[src/rtl/hough_pkg.sv]
// Shared types for the Hough peak finder: field-width defaults, peak entry and FSM states.
package hough_pkg;

    localparam int RHO_BITS_DEF   = 9;
    localparam int THETA_BITS_DEF = 8;
    localparam int COUNT_BITS_DEF = 12;

    // Entry fields are sized at the defaults; narrower instances zero-extend into them.
    typedef struct packed {
        logic [RHO_BITS_DEF-1:0]   rho;
        logic [THETA_BITS_DEF-1:0] theta;
        logic [COUNT_BITS_DEF-1:0] votes;
        logic                      valid;
    } peak_t;

    typedef enum logic [1:0] {
        ST_IDLE,
        ST_SCAN,
        ST_DRAIN,
        ST_DONE
    } state_t;

endpackage

[src/rtl/hough_peak_finder_insert.sv]
// Combinational compare/shift network for the sorted peak table.
// Optional neighbour suppression is enabled by defining HOUGH_PEAK_NMS_EN.
module peak_insert
    import hough_pkg::*;
#(
    parameter int NUM_PEAKS  = 4,
    parameter int MIN_VOTES  = 40,
    parameter int THETA_BITS = THETA_BITS_DEF,
    parameter int RHO_WIN    = 8,
    parameter int THETA_WIN  = 4
) (
    input  peak_t [NUM_PEAKS-1:0] table_in,
    input  logic                  cand_en,
    input  peak_t                 cand,
    output peak_t [NUM_PEAKS-1:0] table_out
);

    logic [NUM_PEAKS-1:0] beats;
    logic                 suppress;
    logic                 accept;

    always_comb begin
        for (int unsigned i = 0; i < NUM_PEAKS; i++) begin
            beats[i] = !table_in[i].valid || (cand.votes > table_in[i].votes);
        end
    end

`ifdef HOUGH_PEAK_NMS_EN
    always_comb begin
        logic [RHO_BITS_DEF-1:0] rd;
        logic [THETA_BITS-1:0]   td;
        logic [THETA_BITS-1:0]   tdn;
        suppress = 1'b0;
        for (int unsigned i = 0; i < NUM_PEAKS; i++) begin
            rd  = (table_in[i].rho >= cand.rho) ? table_in[i].rho - cand.rho
                                                : cand.rho - table_in[i].rho;
            // Truncated subtraction gives the modular distance in each direction.
            td  = table_in[i].theta[THETA_BITS-1:0] - cand.theta[THETA_BITS-1:0];
            tdn = cand.theta[THETA_BITS-1:0] - table_in[i].theta[THETA_BITS-1:0];
            if (table_in[i].valid && (table_in[i].votes >= cand.votes) &&
                (rd <= RHO_BITS_DEF'(RHO_WIN)) &&
                ((td <= THETA_BITS'(THETA_WIN)) || (tdn <= THETA_BITS'(THETA_WIN)))) begin
                suppress = 1'b1;
            end
        end
    end
`else
    localparam int unused_win = RHO_WIN + THETA_WIN + THETA_BITS;
    assign suppress = 1'b0;
`endif

    assign accept = cand_en && !suppress &&
                    (cand.votes >= COUNT_BITS_DEF'(MIN_VOTES));

    // Valid entries are contiguous and descending, so beats is monotone and the
    // first set bit marks the insertion slot; everything after it shifts down.
    always_comb begin
        table_out = table_in;
        if (accept) begin
            if (beats[0]) table_out[0] = cand;
            for (int unsigned i = 1; i < NUM_PEAKS; i++) begin
                if (beats[i-1])   table_out[i] = table_in[i-1];
                else if (beats[i]) table_out[i] = cand;
            end
        end
    end

endmodule

[src/rtl/hough_peak_finder.sv]
// Scans the Hough accumulator and keeps the NUM_PEAKS strongest cells, sorted by votes.
// Define HOUGH_PEAK_NMS_EN to suppress candidates near a stronger retained peak.
module hough_peak_finder
    import hough_pkg::*;
#(
    parameter int RHO_BITS    = RHO_BITS_DEF,
    parameter int THETA_BITS  = THETA_BITS_DEF,
    parameter int COUNT_BITS  = COUNT_BITS_DEF,
    parameter int NUM_PEAKS   = 4,
    parameter int MEM_LATENCY = 2,
    parameter int MIN_VOTES   = 40,
    parameter int RHO_WIN     = 8,
    parameter int THETA_WIN   = 4
) (
    input  logic                             clk,
    input  logic                             reset,
    input  logic                             start,
    output logic                             done,
    output logic                             busy,
    output logic [RHO_BITS+THETA_BITS-1:0]   mem_addr,
    input  logic [COUNT_BITS-1:0]            mem_data,
    output logic [NUM_PEAKS*RHO_BITS-1:0]    peak_rho,
    output logic [NUM_PEAKS*THETA_BITS-1:0]  peak_theta,
    output logic [NUM_PEAKS*COUNT_BITS-1:0]  peak_votes,
    output logic [NUM_PEAKS-1:0]             peak_valid
);

    localparam int A  = RHO_BITS + THETA_BITS;
    localparam int DW = $clog2(MEM_LATENCY + 1) + 1;

    state_t                state, state_n;
    logic [A-1:0]          addr;
    logic [DW-1:0]         drain_cnt;
    logic [A-1:0]          tag_pipe [MEM_LATENCY];
    logic [MEM_LATENCY-1:0] vld_pipe;
    peak_t [NUM_PEAKS-1:0] table_q, table_n;
    peak_t                 cand;
    logic                  unused_tbl;

    always_ff @(posedge clk or posedge reset) begin
        if (reset) state <= ST_IDLE;
        else       state <= state_n;
    end

    always_comb begin
        state_n = state;
        case (state)
            ST_IDLE:  if (start) state_n = ST_SCAN;
            ST_SCAN:  if (addr == '1) state_n = ST_DRAIN;
            ST_DRAIN: if (drain_cnt == DW'(MEM_LATENCY)) state_n = ST_DONE;
            ST_DONE:  state_n = ST_IDLE;
            default:  state_n = ST_IDLE;
        endcase
    end

    always_ff @(posedge clk or posedge reset) begin
        if (reset) begin
            addr      <= '0;
            drain_cnt <= '0;
        end else begin
            addr      <= (state == ST_SCAN)  ? addr + 1'b1      : '0;
            drain_cnt <= (state == ST_DRAIN) ? drain_cnt + 1'b1 : '0;
        end
    end

    // Address tags follow each read so the returning data knows its cell.
    always_ff @(posedge clk or posedge reset) begin
        if (reset) begin
            vld_pipe <= '0;
            for (int unsigned i = 0; i < MEM_LATENCY; i++) tag_pipe[i] <= '0;
        end else begin
            tag_pipe[0] <= addr;
            vld_pipe[0] <= (state == ST_SCAN);
            for (int unsigned i = 1; i < MEM_LATENCY; i++) begin
                tag_pipe[i] <= tag_pipe[i-1];
                vld_pipe[i] <= vld_pipe[i-1];
            end
        end
    end

    always_comb begin
        cand       = '0;
        cand.rho   = RHO_BITS_DEF'(tag_pipe[MEM_LATENCY-1][RHO_BITS-1:0]);
        cand.theta = THETA_BITS_DEF'(tag_pipe[MEM_LATENCY-1][A-1:RHO_BITS]);
        cand.votes = COUNT_BITS_DEF'(mem_data);
        cand.valid = 1'b1;
    end

    peak_insert #(
        .NUM_PEAKS (NUM_PEAKS),
        .MIN_VOTES (MIN_VOTES),
        .THETA_BITS(THETA_BITS),
        .RHO_WIN   (RHO_WIN),
        .THETA_WIN (THETA_WIN)
    ) u_insert (
        .table_in (table_q),
        .cand_en  (vld_pipe[MEM_LATENCY-1]),
        .cand     (cand),
        .table_out(table_n)
    );

    always_ff @(posedge clk or posedge reset) begin
        if (reset)                            table_q <= '0;
        else if ((state == ST_IDLE) && start) table_q <= '0;
        else                                  table_q <= table_n;
    end

    assign mem_addr = (state == ST_SCAN) ? addr : '0;
    assign busy     = (state != ST_IDLE);
    assign done     = (state == ST_DONE);

    always_comb begin
        for (int unsigned i = 0; i < NUM_PEAKS; i++) begin
            peak_rho[i*RHO_BITS +: RHO_BITS]       = table_q[i].rho[RHO_BITS-1:0];
            peak_theta[i*THETA_BITS +: THETA_BITS] = table_q[i].theta[THETA_BITS-1:0];
            peak_votes[i*COUNT_BITS +: COUNT_BITS] = table_q[i].votes[COUNT_BITS-1:0];
            peak_valid[i]                          = table_q[i].valid;
        end
    end

    assign unused_tbl = ^table_q;

endmodule

[config.mk]
export PLATFORM = sky130hd
export DESIGN_NAME = hough_peak_finder
export DESIGN_NICKNAME = d
export VERILOG_FILES = /design/src/rtl/hough_pkg.sv /design/src/rtl/hough_peak_finder_insert.sv /design/src/rtl/hough_peak_finder.sv
export SDC_FILE = /design/constraint.sdc
export NUM_CORES = 1
export LEC_CHECK = 0
export BUFFER_PORTS_ARGS = -buffer_cell sky130_fd_sc_hd__buf_2
export CAP_MARGIN = 20
export CORE_ASPECT_RATIO = 0.7
export CORE_MARGIN = 10
export CORE_UTILIZATION = 46
export DETAILED_ROUTE_END_ITERATION = 8
export PLACE_DENSITY = 0.68
export SETUP_SLACK_MARGIN = 0.3
export SYNTH_ARGS = -nofsm -noshare
export SYNTH_HDL_FRONTEND = slang
export SYNTH_SLANG_ARGS = --single-unit
[constraint.sdc]
create_clock -name clk -period 7.19 [get_ports clk]
set_clock_uncertainty 0.2 [all_clocks]
set_input_delay 0.719 -clock clk [delete_from_list [all_inputs] [get_ports clk]]
set_output_delay 0.719 -clock clk [all_outputs]
set_load 0.01 [all_outputs]
# After elaboration in Yosys (flattened, before gate mapping)
# Index checks and enable logic that the tools add are counted.
# W data, S select, Z words.
# totals
regBits	178
inputBits	15
output_inout_bits	139
wordCells	75
# op_classes
n_addsub	2
magnitude_cmp	5
eq_ne	8
muxes	16
n_reduce_logical	22
# op_table
operator	count
$mux W120	2
$mux W30	7
$gt A12 B12 Y1	4
$mux W17	2
$add A17 B1 Y17 const B	1
$eq A17 B17 Y1 const B	1
$ge A12 B6 Y1 const B	1
$reduce_bool A3 Y1	3
$pmux W2 S4	1
$reduce_and A2 Y1	4
$mux W2	3
$ne A2 B2 Y1 const B	3
$reduce_bool A2 Y1	3
$eq A2 B2 Y1 const B	2
$logic_not A1 Y1	4
$logic_or A1 B1 Y1	4
$add A3 B1 Y3 const B	1
$eq A3 B2 Y1 const B	1
$mux W3	1
$reduce_and A3 Y1	1
$eq A2 B1 Y1 const B	1
$logic_and A1 B1 Y1	2
$logic_not A2 Y1	1

# Longest topological paths before layout
# logic_depth
ltp_word	6
depth_mapped	11
depth_no_buf	10

# Cells and area by module
# Synthesis repeated with hierarchy kept, for this count alone.
# hier_totals
hier_cells	1016
hier_area_um2	9978.3
# by_module_without_submodules
mod	n_inst	cells_per_inst	area_per_inst_um2	seq_area_each_um2
hough_peak_finder	1	418	5923.2	4454.3
peak_insert	1	598	4055.1	0.0

# Worst setup path after synthesis
# No wires, ideal clock.
# synth_timing
path_type	input -> register
from	in mem_data[11]
to	reg table_q, in the netlist peak_rho[26]
setup_ns	0.126
arrival_ns	2.619
required_ns	6.864
setup_slack_ns	4.245
cell_stages	10
cell_sequence	ha_1 -> nand4_1 -> nor2_1 -> mux2_1 -> o31ai_1 -> buf_2 -> a21oi_1 -> clkbuf_1 -> and2_1 -> a221o_1
# synth_via
elab_chain_cells	5
word_cells_on_any_way	12
cone_classes	order compare: 3; mux: 3; reduce/logical: 6
# synth_rtl
item	line_no	text
from (decl)	hough_peak_finder.sv:21	input logic [COUNT_BITS-1:0] mem_data,
$gt A12 B12 Y1	hough_peak_finder_insert.sv:24	beats[i] = !table_in[i].valid || (cand.votes > table_in[i].votes);
$logic_or A1 B1 Y1	hough_peak_finder_insert.sv:24	
$mux W30	hough_peak_finder_insert.sv:62	if (beats[i-1]) table_out[i] = table_in[i-1];
$mux W120	hough_peak_finder_insert.sv:59	if (accept) begin
$mux W120	hough_peak_finder.sv:104	else if ((state == ST_IDLE) && start) table_q <= '0;
to (signal assigned)	hough_peak_finder.sv:105	else table_q <= table_n;
to (decl)	hough_peak_finder.sv:36	peak_t [NUM_PEAKS-1:0] table_q, table_n;
# Several ways; a longest one is shown, not always the timed one. The select of a mux whose other input is x is not followed.
# A chain may end at the register's enable or synchronous reset.

# Worst setup path in the final report
# layout_timing
from	reg table_q, in the netlist peak_votes[23]
to	reg table_q, in the netlist peak_votes[19]
# layout_via
elab_chain_cells	4
# layout_rtl
item	line_no
$gt A12 B12 Y1	hough_peak_finder_insert.sv:24
$logic_or A1 B1 Y1	hough_peak_finder_insert.sv:24
$reduce_bool A3 Y1 (no source line)	--
$reduce_and A2 Y1 (no source line)	--
# Every way passes these cells.

==> impl_metrics.env <==
export IMPL_clock_latency_ps=440
export IMPL_r2r_end="peak_votes[19]"
export IMPL_wl_per_cell_um=21.0
export IMPL_antenna_found_initial=0
export IMPL_slew_headroom=0.268
export IMPL_worstReg2RegStart="peak_votes[23]"
export IMPL_power_mw=3.57
export IMPL_cts_tree="yes"
export IMPL_grt_usage=0.200
export IMPL_crit_arrival_ps=4430
export IMPL_ff_latch_area_mm2=0.00445
export IMPL_antennaDiodeCount=0
export IMPL_holdBufCountCts=0
export IMPL_grt_pass1_vias=6581
export IMPL_period_share=0.606
export IMPL_grt_overflow_total=0
export IMPL_cts_sinks=178
export IMPL_cts_root_buf="clkbuf_16"
export IMPL_dp_worst_setup_slack_ps=1980
export IMPL_yosysWarningCount=0
export IMPL_synth_seq_cells=178
export IMPL_nFillCells=1592
export IMPL_synth_cell_type_count=48
export IMPL_max_freq_mhz=230
export IMPL_initial_core_util=0.467
export IMPL_tns_ps=0
export IMPL_holdWs_ps=151
export IMPL_cellLeakagePower_nw=5.12
export IMPL_ys_seq_area_frac=0.530
export IMPL_worstSetupStartpoint="peak_votes[23]"
export IMPL_max_stage_delay_ps=920
export IMPL_num_vias=6663
export IMPL_drt_first_pass_iters=5
export IMPL_final_max_slew_violation_count=0
export IMPL_status="finished clean"
export IMPL_slowest_stage="a41o_1"
export IMPL_dieArea_mm2=0.0242
export IMPL_synth_area_leaders="dfrtp_1 (53%), ha_1 (8.5%), o21ai_0 (4.4%)"
export IMPL_syn_inst=782
export IMPL_io_pins=154
export IMPL_powerDensity_mw_per_mm2=357
export IMPL_post_cts_buffers=0
export IMPL_ys_flop_type="dfrtp_1"
export IMPL_synth_area_leader_cell="dfrtp_1"
export IMPL_start_kind="register"
export IMPL_ff2ff_path_depth=10
export IMPL_ir_drop_v=0.000276
export IMPL_gp_congestion=0.888
export IMPL_synth_top_area_frac=0.530
export IMPL_synth_avg_cell_area_um2=10.8
export IMPL_synth_most_common_cell="dfrtp_1"
export IMPL_fin_crit_ps=4360
export IMPL_numCtsBuffers=17
export IMPL_critPathCaptureType="register"
export IMPL_syn_nets=854
export IMPL_drtAntennaViolNets=0
export IMPL_r2r_setup_slack_ps=2830
export IMPL_crit_end="peak_votes[19]"
export IMPL_clkTransAtPathRegs_ps=80
export IMPL_synthArstFlopShare=1.00
export IMPL_rows=41
export IMPL_dieWidth_um=182
export IMPL_rsz0062_at_grt="false"
export IMPL_cts_resized=0
export IMPL_nNetsFinal=997
export IMPL_hpwl_um=17700
export IMPL_worst_slew_pin_transition_ps=1100
export IMPL_grt_pass1_wl_um=38600
export IMPL_drt_iter0_drc=690
export IMPL_wl_um=24600
export IMPL_critPathMaxFanout=31
export IMPL_layout_setup_ws_ps=2830
export IMPL_syn_area_mm2=0.00841
export IMPL_grt_max_degree=104
export IMPL_drive_above_1_share=0.219
export IMPL_drc=0
export IMPL_critPathRequiredTime_ps=7270
export IMPL_maxCapViolCount=0
export IMPL_vias_per_cell=5.68
export IMPL_setup_violations=0
export IMPL_syn_to_final_growth_pct=19.1
export IMPL_clk_path_buf_depth=2
export IMPL_port_buffers=153
export IMPL_synth_edf_count=0
export IMPL_core_area_mm2=0.0180
export IMPL_crit_chain="inv_1 -> ha_1 -> nand4_1 -> nor2_1 -> mux2_1 -> o31ai_1 -> buf_2 -> a41o_1 -> nand2b_1 -> o21ai_0"
export IMPL_crit_type="reg -> reg"
export IMPL_htree_num_levels=4
export IMPL_ys_top_cells_by_count="dfrtp_1 (178), o21ai_0 (74), inv_1 (69), nand2_1 (62), ha_1 (57)"
export IMPL_hold_violations=0
export IMPL_hp_class="reg -> reg"
export IMPL_die_h_um=133
export IMPL_multi_input_area_mm2=0.00356
==> metal layers <==
metal	global-route usage	vias to the layer above	wire length [um]
li1	-	3072	-
met1	0.291	3292	11600
met2	0.274	268	10200
met3	0.0652	31	2380
met4	0.0626	0	420
met5	0	-	0
==> flip-flops by register name (all words and copies together) (netlist names) <==
signal / cells
tag_pipe: 17
drain_cnt: 3
peak_rho: 36
vld_pipe: 2
peak_votes: 48
peak_valid: 4
addr: 17
cand: 17
peak_theta: 32
state: 2
==> final cells by class <==
type | count | share of cell area
multi-input cells | 497 | 0.356
clock inverters | 15 | 0.0186
flip-flops and latches | 178 | 0.445
clock buffers | 17 | 0.0425
repair buffers | 162 | 0.0829
well taps | 236 | 0.0295
inverters | 69 | 0.0264
==> power by group <==
part	internal (mW)	switching, mW
clock network	0.501	0.453
logic	0.447	0.876
registers	1.15	0.149
total	2.10	1.48
==> kinds of logic after synthesis <==
kind of cell	count (synthesis)	share of synthesized area
muxes	32	0.0385
and+or+nand+nor	169	0.102
buffers and inverters	107	0.0519
xor gates and xnor gates	11	0.0115
adders and majority gates	57	0.0848
DFF	178	0.530
AOI/OAI and AO/OA	228	0.182
==> critical path: cells and delay by family, from the launching register on <==
family | cells | cell delay, ps
compound gates | 3 | 1280
fa+ha+maj | 1 | 320
buf+inv | 2 | 370
flops | 1 | 410
mux | 1 | 370
simple gates | 3 | 1240
==> cells in the final DEF, fill, tap and decap left out, types with 18 or more instances in the layout <==
master / count
a21oi_1: 34
mux2i_1: 29
ha_1: 57
o21ai_0: 74
dfrtp_1: 178
inv_1: 68
a22o_1: 29
nand2_1: 61
and2_1: 43
a221o_1: 21
nor2_1: 18
a22oi_1: 29
buf_2: 154
==> worst min path at each step <==
stage / slack (ps) / cells after the start / to / from
after floorplan: 130 / 0 / cand[13] / tag_pipe[26]
after global placement: 130 / 0 / cand[15] / tag_pipe[28]
after detailed placement: 130 / 0 / cand[17] / tag_pipe[30]
after CTS: 150 / 0 / cand[17] / tag_pipe[30]
after global routing: 170 / 0 / cand[14] / tag_pipe[27]
final: 150 / 0 / cand[15] / tag_pipe[28]
==> through the flow <==
step	instance area (um^2)	utilization	cells
after CTS	10000	0.556	1173
after detailed placement	9400	0.522	1141
after global placement	9400	0.522	1141
final	10000	0.556	1174
after global routing	10000	0.556	1174
after floorplan	8410	-	782
Note: power is estimated with default switching activity, not from simulation.
